### src/rtl/xosc_pkg.sv
// -----------------------------------------------------------------------------
// xosc_pkg
// Shared definitions for the crystal-oscillator startup controller.
//   xosc_state_e  : 3-bit FSM state encoding, also visible on xosc_state
//   RETRY_GAP_CYC : pad-off gap before a retry (used with XOSC_AUTO_RETRY_EN)
//   MAX_RETRY     : retries allowed before giving up (used with XOSC_AUTO_RETRY_EN)
// -----------------------------------------------------------------------------
package xosc_pkg;

    typedef enum logic [2:0] {
        ST_OFF   = 3'd0,
        ST_START = 3'd1,
        ST_CHECK = 3'd2,
        ST_READY = 3'd3,
        ST_FAIL  = 3'd4,
        ST_RETRY = 3'd5
    } xosc_state_e;

    localparam int unsigned RETRY_GAP_CYC = 16;
    localparam int unsigned MAX_RETRY     = 3;

endpackage

### src/rtl/xosc_act_mon.sv
// -----------------------------------------------------------------------------
// xosc_act_mon
// Activity monitor for the crystal pad clock. Synchronises xosc_clk into the
// RC clock domain, detects rising edges and counts them over back-to-back
// windows of WIN_CYC cycles.
// Ports:
//   clk       in   always-on RC clock
//   rst_b     in   synchronous active-low reset
//   xosc_clk  in   pad clock, asynchronous to clk
//   win_start in   restart the window; the next cycle is window cycle 0
//   win_done  out  current cycle is the last cycle of a window
//   alive     out  edges in this window, including this cycle, >= MIN_EDGES
//                  (meaningful while win_done is high)
// -----------------------------------------------------------------------------
module xosc_act_mon
    import xosc_pkg::*;
#(
    parameter int unsigned WIN_CYC   = 64,
    parameter int unsigned MIN_EDGES = 8,
    parameter int unsigned CNT_W     = 16,
    parameter int unsigned EDGE_W    = 8
) (
    input  logic clk,
    input  logic rst_b,
    input  logic xosc_clk,
    input  logic win_start,
    output logic win_done,
    output logic alive
);

    localparam logic [CNT_W-1:0]  WIN_LAST = CNT_W'(WIN_CYC - 1);
    localparam logic [EDGE_W:0]   MIN_E    = (EDGE_W + 1)'(MIN_EDGES);
    localparam logic [EDGE_W-1:0] EDGE_MAX = '1;

    logic              sync1_q, sync2_q, sync3_q;
    logic [CNT_W-1:0]  win_cnt_q;
    logic [EDGE_W-1:0] edge_cnt_q;
    logic              rise;
    logic [EDGE_W:0]   edge_sum;

    assign rise     = sync2_q & ~sync3_q;
    assign win_done = (win_cnt_q == WIN_LAST);
    // One bit wider so a saturated count plus this cycle's edge cannot wrap.
    assign edge_sum = {1'b0, edge_cnt_q} + {{EDGE_W{1'b0}}, rise};
    assign alive    = (edge_sum >= MIN_E);

    // NOTE: sequential state is written with non-blocking assignments only.
    always_ff @(posedge clk) begin
        if (!rst_b) begin
            sync1_q    <= 1'b0;
            sync2_q    <= 1'b0;
            sync3_q    <= 1'b0;
            win_cnt_q  <= '0;
            edge_cnt_q <= '0;
        end else begin
            sync1_q <= xosc_clk;
            sync2_q <= sync1_q;
            sync3_q <= sync2_q;
            // Windows free-run back to back; win_start realigns them to the FSM.
            if (win_start || win_done) begin
                win_cnt_q  <= '0;
                edge_cnt_q <= '0;
            end else begin
                win_cnt_q <= win_cnt_q + CNT_W'(1);
                if (rise && (edge_cnt_q != EDGE_MAX)) begin
                    edge_cnt_q <= edge_cnt_q + EDGE_W'(1);
                end
            end
        end
    end

endmodule

### src/rtl/xosc_startup_ctrl.sv
// -----------------------------------------------------------------------------
// xosc_startup_ctrl
// Crystal-oscillator startup sequencer. Enables the pad, waits STARTUP_CYC
// cycles, verifies the pad clock toggles, then grants ready/clock-select and
// keeps monitoring for loss of clock.
// Optional feature macro: XOSC_AUTO_RETRY_EN (retry a failed check up to
// MAX_RETRY times with an RETRY_GAP_CYC pad-off gap before each retry).
// Ports:
//   clk          in   always-on RC clock
//   rst_b        in   synchronous active-low reset
//   xosc_en_req  in   level request to run the oscillator
//   xosc_clk     in   pad clock, asynchronous to clk
//   pad_xosc_en  out  pad enable
//   xosc_ready   out  oscillator verified running
//   xosc_clk_sel out  system clock mux selects the crystal
//   xosc_fail    out  sticky failure, cleared by dropping xosc_en_req
//   xosc_state   out  current FSM state
// -----------------------------------------------------------------------------
module xosc_startup_ctrl
    import xosc_pkg::*;
#(
    parameter int unsigned STARTUP_CYC = 1024,
    parameter int unsigned WIN_CYC     = 64,
    parameter int unsigned MIN_EDGES   = 8,
    parameter int unsigned CNT_W       = 16,
    parameter int unsigned EDGE_W      = 8
) (
    input  logic       clk,
    input  logic       rst_b,
    input  logic       xosc_en_req,
    input  logic       xosc_clk,
    output logic       pad_xosc_en,
    output logic       xosc_ready,
    output logic       xosc_clk_sel,
    output logic       xosc_fail,
    output logic [2:0] xosc_state
);

    localparam logic [CNT_W-1:0] START_LAST = CNT_W'(STARTUP_CYC - 1);

    xosc_state_e      state_q, state_d;
    logic [CNT_W-1:0] cnt_q, cnt_d;
    logic             win_start, win_done, alive;
    logic             pad_en_q, ready_q, sel_q, fail_q;

`ifdef XOSC_AUTO_RETRY_EN
    localparam logic [CNT_W-1:0] GAP_LAST    = CNT_W'(RETRY_GAP_CYC - 1);
    localparam logic [1:0]       RETRY_LIMIT = 2'(MAX_RETRY);
    logic [1:0] retry_q, retry_d;
`endif

    xosc_act_mon #(
        .WIN_CYC   (WIN_CYC),
        .MIN_EDGES (MIN_EDGES),
        .CNT_W     (CNT_W),
        .EDGE_W    (EDGE_W)
    ) u_act_mon (
        .clk       (clk),
        .rst_b     (rst_b),
        .xosc_clk  (xosc_clk),
        .win_start (win_start),
        .win_done  (win_done),
        .alive     (alive)
    );

    // NOTE: every signal gets a default first so no path infers a latch.
    always_comb begin
        state_d   = state_q;
        cnt_d     = cnt_q;
        win_start = 1'b0;
`ifdef XOSC_AUTO_RETRY_EN
        retry_d   = retry_q;
`endif
        // Withdrawing the request wins over any window verdict this cycle.
        if (!xosc_en_req) begin
            state_d = ST_OFF;
            cnt_d   = '0;
`ifdef XOSC_AUTO_RETRY_EN
            retry_d = '0;
`endif
        end else begin
            unique case (state_q)
                ST_OFF: begin
                    state_d = ST_START;
                    cnt_d   = '0;
                end
                ST_START: begin
                    if (cnt_q == START_LAST) begin
                        state_d   = ST_CHECK;
                        cnt_d     = '0;
                        win_start = 1'b1;
                    end else begin
                        cnt_d = cnt_q + CNT_W'(1);
                    end
                end
                ST_CHECK, ST_READY: begin
                    if (win_done) begin
                        if (alive) begin
                            state_d = ST_READY;
`ifdef XOSC_AUTO_RETRY_EN
                            retry_d = '0;
`endif
                        end else begin
`ifdef XOSC_AUTO_RETRY_EN
                            if (retry_q < RETRY_LIMIT) begin
                                state_d = ST_RETRY;
                                cnt_d   = '0;
                                retry_d = retry_q + 2'd1;
                            end else begin
                                state_d = ST_FAIL;
                            end
`else
                            state_d = ST_FAIL;
`endif
                        end
                    end
                end
                ST_FAIL: state_d = ST_FAIL;
`ifdef XOSC_AUTO_RETRY_EN
                ST_RETRY: begin
                    if (cnt_q == GAP_LAST) begin
                        state_d = ST_START;
                        cnt_d   = '0;
                    end else begin
                        cnt_d = cnt_q + CNT_W'(1);
                    end
                end
`endif
                default: begin
                    state_d = ST_OFF;
                    cnt_d   = '0;
                end
            endcase
        end
    end

    // Outputs are decoded from the next state so they line up with the state register.
    always_ff @(posedge clk) begin
        if (!rst_b) begin
            state_q  <= ST_OFF;
            cnt_q    <= '0;
            pad_en_q <= 1'b0;
            ready_q  <= 1'b0;
            sel_q    <= 1'b0;
            fail_q   <= 1'b0;
`ifdef XOSC_AUTO_RETRY_EN
            retry_q  <= '0;
`endif
        end else begin
            state_q  <= state_d;
            cnt_q    <= cnt_d;
            pad_en_q <= (state_d == ST_START) || (state_d == ST_CHECK) || (state_d == ST_READY);
            ready_q  <= (state_d == ST_READY);
            sel_q    <= (state_d == ST_READY);
            fail_q   <= (state_d == ST_FAIL);
`ifdef XOSC_AUTO_RETRY_EN
            retry_q  <= retry_d;
`endif
        end
    end

    assign pad_xosc_en  = pad_en_q;
    assign xosc_ready   = ready_q;
    assign xosc_clk_sel = sel_q;
    assign xosc_fail    = fail_q;
    assign xosc_state   = state_q;

endmodule

### config.mk
export PLATFORM = sky130hd
export DESIGN_NAME = xosc_startup_ctrl
export DESIGN_NICKNAME = d
export VERILOG_FILES = /design/src/rtl/xosc_pkg.sv /design/src/rtl/xosc_act_mon.sv /design/src/rtl/xosc_startup_ctrl.sv
export SDC_FILE = /design/constraint.sdc
export NUM_CORES = 1
export LEC_CHECK = 0
export CAP_MARGIN = 20
export CELL_PAD_IN_SITES_DETAIL_PLACEMENT = 0
export CELL_PAD_IN_SITES_GLOBAL_PLACEMENT = 1
export CORE_MARGIN = 2
export CORE_UTILIZATION = 49
export DETAILED_ROUTE_END_ITERATION = 6
export PLACE_DENSITY_LB_ADDON = 0.2
export SLEW_MARGIN = 15
export SYNTH_ARGS = -nofsm -noshare
export SYNTH_HDL_FRONTEND = slang
export SYNTH_SLANG_ARGS = --single-unit
### constraint.sdc
create_clock -name clk -period 3.6 [get_ports clk]
set_clock_uncertainty 0.1 [all_clocks]
set_input_delay 0.72 -clock clk [delete_from_list [all_inputs] [get_ports clk]]
set_output_delay 0.72 -clock clk [all_outputs]
set_load 0.005 [all_outputs]
-- Word level (Yosys, flattened, before mapping)
Index checks and enable logic that the tools add are counted.
- add/sub/neg operators: 4
- bitwise operators: 3
- equality and inequality tests: 11
- order comparisons: 1
- reduce and logical (&&, ||, !) cells: 9
- multiplexer cells: 10
- operators with widths (operator ; count):
    16-bit by 1-bit adder with 16-bit output (second input constant) ; 2
    16-bit one-hot mux with 2 select lines ; 1
    16-bit by 10-bit == test with 1-bit output (second input constant) ; 1
    16-bit by 6-bit == test with 1-bit output (second input constant) ; 1
    16-bit two-way mux ; 1
    3-bit by 2-bit == test with 1-bit output (second input constant) ; 4
    3-bit two-way mux ; 4
    3-bit one-hot mux with 4 select lines ; 1
    8-bit by 1-bit adder with 9-bit output ; 1
    9-bit by 4-bit >= comparator with 1-bit output (second input constant) ; 1
    8-bit by 1-bit adder with 8-bit output (second input constant) ; 1
    8-bit inequality test (second input constant) ; 1
    3-bit by 1-bit == test with 1-bit output (second input constant) ; 2
    3-bit == test (second input constant) ; 2
    2-bit OR reduction ; 2
    3-bit logical NOT ; 1
    1-bit logical OR ; 3
    1-bit two-way mux ; 3
    3-bit OR reduction ; 1
    1-bit NOT ; 2
    2-bit AND reduction ; 1
    1-bit bitwise AND ; 1
    1-bit logical AND ; 1
- bits in registers: 49

-- Longest topological paths before layout
Gate-level depths: netlist of run 1.
- depth in word-level cells: 11
- gate-level depth with buffers: 7

-- Hierarchy
Synthesis of run 1 repeated with hierarchy kept, for this count alone.
- cell total of the unflattened synthesis: 282
- area total of the unflattened synthesis: 2458.6 sq um
- by module, submodules not included (module ; area an instance (sq um) ; cells an instance ; seq. area each (sq um) ; instances):
    xosc_act_mon ; 1288.7 ; 147 ; 540.5 ; 1
    xosc_startup_ctrl ; 1169.9 ; 135 ; 440.4 ; 1

-- Least setup slack after synthesis of run 1
No wires, ideal clock.
- kind: input-to-reg
- start: in rst_b
- end: reg cnt_q[8]
- buffers on the path: 1
- stages: 5
- library setup time: 0.087 ns
- path slack: 1.675 ns
- data required time: 3.413 ns
- arrival: 1.738 ns
- path through: clkbuf_1 nand2_1 nor2_1 o21ai_0 o31ai_1
- longest elaborated chain between the ends: 1
- RTL lines (item ; RTL line ; text):
    start, declared ; xosc_startup_ctrl.sv:29 ; input logic rst_b,
    2-bit AND reduction (no line) ; - ;
    end signal, assigned ; xosc_startup_ctrl.sv:151 ; cnt_q <= cnt_d;
    end, declared ; xosc_startup_ctrl.sv:42 ; logic [CNT_W-1:0] cnt_q, cnt_d;
Every way passes these cells.
A chain may end at the register's enable or synchronous reset.

-- Final worst setup path of run 1
Ends and elaborated chain as after synthesis.

==> results.toml, run 1 <==
[critical_path]
arrival_ns = 2.45
cp-end-kind = "register"
crit_slowest_cell = "clkdlybuf4s50_1"
reg2regPathDepth = 6
cp.required_ns = 3.72
crit_family = "simple AND/OR/NAND/NOR gates"
critical_path.cell_chain = "clkdlybuf4s50_1, nand2_1, nor2_1, o21ai_0, o31ai_1"
critPathMaxFanout = 10
crit_type = "primary input to register"
critPathLaunchType = "primary input"
worstSetupPathDepth = 5
crit_buf_inv = 1
critPathMaxStageDelay_ns = 0.61

[clock_tree]
cts_buffers = 5
cts_sinks = 49
post_cts_buffers = 0
holdBufCountCts = 0
cts_tree = "built"
cts_resized = 0
root_buffer = "clkbuf_8"
clk_pin_slew_ns = 0.10
worstSkewPairLatency_ns = 0.30
h-tree-depth = 2
clockBufferDepth = 2

[power_and_ir_drop]
p_switching_mw = 0.219
p_clk_frac = 0.363
pwr-share-seq = 0.602
swShare = 0.238
internal_power_mw = 0.702
p_comb_frac = 0.036
vdd_ir_drop_max_uv = 240
leakagePower_nw = 0.901
p_per_area_nw_per_um2 = 361
p_total_mw = 0.922

[synth]
synth.distinct_cells = 43
async_flop_share = 0
synth_edf_count = 0
synth.avg_cell_area_um2 = 8.71
post_synth_inst_count = 269
netlist_area_um2 = 2340
yosysSeqAreaShare = 0.419
synth_fp_nets = 278
ys_ff_latch = 49
ys.flop_type = "dfxtp_1"
yosys_warnings = 0

[drt]
vias_per_cell = 5.67
drtIter0Drc = 136
wl_per_cell_um = 13.2
post-route-drc-count = 0
ant_nets = 0
num_vias = 1894
dr.pass1.iters = 4
totalWireLength_um = 4410

[global_routing]
grt_overflow = 0
grt.busiest_layer = "met2"
use_met2 = 0.277
met1_usage = 0.245
grt_first_pass_wirelength_um = 7570
grt_max_degree = 25
grt_use_total = 0.180
grt_pass1_vias = 1651
gr-usage-met3 = 0.0456
antenna_found_initial = 0

[final_layout]
antennaDiodeCount = 0
n_fill_cell = 457
fin_area_um2 = 2550
area_growth_pct = 8.92
layout.nets = 288
drive_gt1_frac = 0.0929
fin_util = 0.548

[timing]
max_clock_freq_mhz = 429
min_period_ns = 2.33
fin_setup_tns_ns = 0
setup_violations = 0
finalWorstSetupSlack_ns = 1.27
maxSlewViolCount = 0
hold_viol_final = 0
relSlewSlack = 0.566
fin_crit_sh = 0.648
rsz0062_at_grt = "false"
tightest_slew_ns = 0.649

[placed_design]
hpwl_um = 3120
placed_cell_area_um2 = 2460
portBuffers = 10
gp_congestion = 0.821
place_ws_ns = 0.954

[status]
outcome = "finished, final reports clean"

[die]
pin_count = 11
die_h_um = 73.2
die_x_um = 73.2
initial_core_util = 0.503
dieArea_um2 = 5350
coreArea_um2 = 4660
fp-row-count = 25

[min_path]
holdPathStages = 1
hold_class = "register to register"

[run]
cap_violations = 0
power groups by stage:
stage	sequential [mW]	combinational [mW]	clock [mW]
global placement	0.567	0.0331	0
detailed placement	0.567	0.0334	0
finish	0.555	0.0329	0.334
CTS	0.555	0.0336	0.350
floorplan	0.566	0.0253	0
global route	0.556	0.0375	0.369
logic make-up (layout without fill, tap and decap cells):
logic type	after synthesis	count (layout)	share of synthesized area
AOI/OAI and AO/OA	41	41	0.111
xor gates and xnor gates	24	24	0.0897
adders and majority gates	5	5	0.0267
buffers and inverters	12	23	0.0304
DFF	49	49	0.419
muxes	1	1	0.00427
and+or+nand+nor	137	137	0.319
metal layers:
layer / vias up / wire, um
met3: 4 / 194
met5: - / 0
met2: 39 / 1980
met1: 869 / 2190
met4: 0 / 40
li1: 982 / -
per-stage QoR:
| step | cells | hold slack, ns |
|---|---|---|
| floorplan | 269 | 0.312 |
| global placement | 326 | 0.332 |
| detailed placement | 326 | 0.337 |
| CTS | 334 | 0.362 |
| global route | 334 | 0.363 |
| finish | 334 | 0.350 |
flip-flops by register name, indices dropped and copies added, names as in the netlist:
signal	count
cnt_q	16
pad_xosc_en	1
u_act_mon.edge_cnt_q	8
u_act_mon.sync1_q	1
u_act_mon.sync2_q	1
u_act_mon.sync3_q	1
u_act_mon.win_cnt_q	16
xosc_clk_sel	1
xosc_fail	1
xosc_state	3
synthesized netlist by cell type (all sizes together), types with 4 or more instances:
master / number / area, um2
a21o: 6 / 46.3
a21oi: 9 / 48.8
buf: 4 / 41.3
dfxtp: 49 / 981
ha: 5 / 62.6
inv: 5 / 18.8
nand2: 21 / 78.8
nand3: 27 / 140
nand4: 8 / 50.1
nor2: 40 / 175
nor3: 10 / 72.6
nor3b: 5 / 42.5
nor4: 6 / 37.5
o21ai: 11 / 55.1
o31ai: 4 / 30.0
xnor2: 12 / 105
xor2: 12 / 105
area by class of cell:
class	count	area, um2	area share
inverters	5	18.8	0.00735
clock inverters	3	25.0	0.00980
repair buffers	10	100	0.0392
well taps	54	67.6	0.0265
multi-input cells	208	1290	0.506
flip-flops and latches	49	981	0.384
clock buffers	5	68.8	0.0270
worst paths after layout:
path,from,to,slack (ns)
setup / recovery,rst_b,cnt_q[8],1.27
hold / removal,u_act_mon.sync1_q,u_act_mon.sync2_q,0.35
setup reg to reg,cnt_q[0],u_act_mon.win_cnt_q[12],1.30
hold reg to reg,u_act_mon.sync1_q,u_act_mon.sync2_q,0.35
placed cells by master, fill, tap and decap left out, types with 2 or more instances in the layout:
master           Yosys  final
a211oi_1             2      2
a21o_1               5      5
a21oi_1              8      8
a22o_1               2      2
a31oi_1              2      2
and2_1               3      3
and3_1               3      3
and4_1               3      3
clkbuf_8             0      5
clkdlybuf4s50_1      0     10
dfxtp_1             49     49
ha_1                 5      5
inv_1                5      5
nand2_1             21     21
nand3_1             26     26
nand4_1              8      8
nand4b_1             3      3
nor2_1              30     30
nor2_2              10     10
nor2b_1              2      2
nor3_1               8      8
nor3_4               2      2
nor3b_1              4      4
nor4_1               6      6
o21ai_0             11     11
o22ai_1              3      3
o31ai_1              4      4
xnor2_1             12     12
xor2_1              12     12
Note: power is estimated with default switching activity, not from simulation.
==> inputs of run 2 (changes only) <==
--- a/config.mk
+++ b/config.mk
@@ -9,7 +9,7 @@
 export CELL_PAD_IN_SITES_DETAIL_PLACEMENT = 0
 export CELL_PAD_IN_SITES_GLOBAL_PLACEMENT = 1
 export CORE_MARGIN = 2
-export CORE_UTILIZATION = 49
+export CORE_UTILIZATION = 41
 export DETAILED_ROUTE_END_ITERATION = 6
 export PLACE_DENSITY_LB_ADDON = 0.2
 export SLEW_MARGIN = 15
==> constraint.sdc (replaced) <==
create_clock -name clk -period 2.1 [get_ports clk]
set_clock_uncertainty 0.1 [all_clocks]
set_input_delay 0.42 -clock clk [delete_from_list [all_inputs] [get_ports clk]]
set_output_delay 0.42 -clock clk [all_outputs]
set_load 0.005 [all_outputs]
==> results.toml, run 2 (synthesis gave the netlist of run 1 again) <==
[global_routing]
grt_first_pass_wirelength_um = 8450
grt_pass1_vias = 1805
antenna_found_initial = 0
grt_max_degree = 25
grt_use_total = 0.169
grt_overflow = 0

[clock_tree]
cts_sinks = 49
clk_pin_slew_ns = 0.09
h-tree-depth = 2
root_buffer = "clkbuf_8"
worstSkewPairLatency_ns = 0.30
cts_tree = "built"
post_cts_buffers = 0
cts_buffers = 5
clockBufferDepth = 2
holdBufCountCts = 0

[drt]
ant_nets = 0
vias_per_cell = 5.32
totalWireLength_um = 4790
dr.pass1.iters = 4
drtIter0Drc = 63
post-route-drc-count = 0
wl_per_cell_um = 13.2
num_vias = 1937

[timing]
fin_crit_sh = 0.926
finalWorstSetupSlack_ns = 0.156
tightest_slew_ns = 0.447
maxSlewViolCount = 0
max_clock_freq_mhz = 514
setup_violations = 0
hold_ws_ns = 0.348
hold_viol_final = 0
min_period_ns = 1.94
relSlewSlack = 0.700

[status]
outcome = "finished, final reports clean"

[final_layout]
fin_util = 0.487
layout.nets = 302
drive_gt1_frac = 0.134
most-common-layout-cells = "49 x dfxtp_1, 30 x nor2_1, 26 x nand3_1"
antennaDiodeCount = 0
reg_top3 = "cnt_q: 16 flops, u_act_mon.win_cnt_q: 16 flops, u_act_mon.edge_cnt_q: 8 flops"
layout_commonest_cell = "dfxtp_1"
area_growth_pct = 14.4

[placed_design]
portBuffers = 10
gp_congestion = 0.798
place_ws_ns = 0.0997
hpwl_um = 3370

[run]
cap_violations = 0

[power_and_ir_drop]
vdd_ir_drop_max_uv = 284
leakagePower_nw = 0.970
p_per_area_nw_per_um2 = 574

[critical_path]
crit_start = "cnt_q[15]"
endpoint = "cnt_q[15]"
reg2regPathDepth = 6
crit_type = "register to register"
arrival_ns = 2.04
r2r_setup_slack_ns = 0.16
r2r_start = "cnt_q[15]"
cp.required_ns = 2.20
critPathLaunchType = "register"
critPathMaxFanout = 6
cp-end-kind = "register"
r2r-end = "cnt_q[15]"

[die]
die_x_um = 79.6
dieArea_um2 = 6340
die_h_um = 79.6
pin_count = 11
initial_core_util = 0.426
fp-row-count = 27
coreArea_um2 = 5510

[min_path]
hold_class = "register to register"
## run 2: cell count changes in the layout (fill, tap and decap cells not counted)
cell        delta
buf_4         +13
a21o_2         -1
a21o_4         +1
buf_12         +1
clkinv_2       +1
clkinv_4       -1
clkinvlp_4     -1
inv_6          -1
nor2b_1        -1
nor2b_2        +1
## run 2: critical path, stage by stage, from the launching register on
cell     delay (ns)
dfxtp_1        0.33
or4_4          0.55
nor3_4         0.24
buf_4          0.18
a21oi_2        0.11
a21o_1         0.18
a21o_1         0.16
## run 2: power breakdown
group	internal (mW)	total [mW]	switching (mW)
clock network	0.220	0.518	0.298
registers	0.939	0.951	0.0117
logic	0.0330	0.0688	0.0358
total	1.19	1.54	0.345
## run 2: stage by stage
step | setup TNS, ns | std cells | total power, mW | area (um2)
after floorplan | 0 | 269 | 1.01 | 2340
after detailed placement | 0 | 358 | 1.04 | 2600
after global placement | 0 | 358 | 1.04 | 2600
after CTS | 0 | 364 | 1.56 | 2670
after global routing | -0.0165 | 364 | 1.61 | 2680
final | 0 | 364 | 1.54 | 2680
## run 2: how the worst min path moves through the flow
stage / from / endpoint / slack [ns] / cells after the start
CTS: u_act_mon.sync1_q / u_act_mon.sync2_q / 0.34 / 1
detailed placement: u_act_mon.sync1_q / u_act_mon.sync2_q / 0.33 / 1
floorplan: u_act_mon.sync1_q / u_act_mon.sync2_q / 0.31 / 1
finish: u_act_mon.sync1_q / u_act_mon.sync2_q / 0.35 / 1
global placement: u_act_mon.sync1_q / u_act_mon.sync2_q / 0.33 / 1
global route: u_act_mon.sync1_q / u_act_mon.sync2_q / 0.36 / 1
## run 2: repair_timing
item | CTS | global route
resized for setup | 0 | 2
setup endpoints to repair | 0 | 8
endpoints found under the hold margin | 0 | 0
## run 2: area by class of cell
cell class	instances	area [um2]
clock buffer	5	68.8
clock inverter	1	5.00
fill	541	2830
inverter	5	18.8
multi-input combinational	208	1300
sequential	49	981
tap	72	90.1
timing repair buffer	24	218
## run 2: routing by layer
layer | track usage | share of wire | vias to the layer above
li1 | - | - | 1004
met1 | 0.252 | 0.53 | 894
met2 | 0.234 | 0.41 | 37
met3 | 0.0498 | 0.047 | 2
met4 | 0.0466 | 0.0056 | 0
met5 | 0 | 0 | -
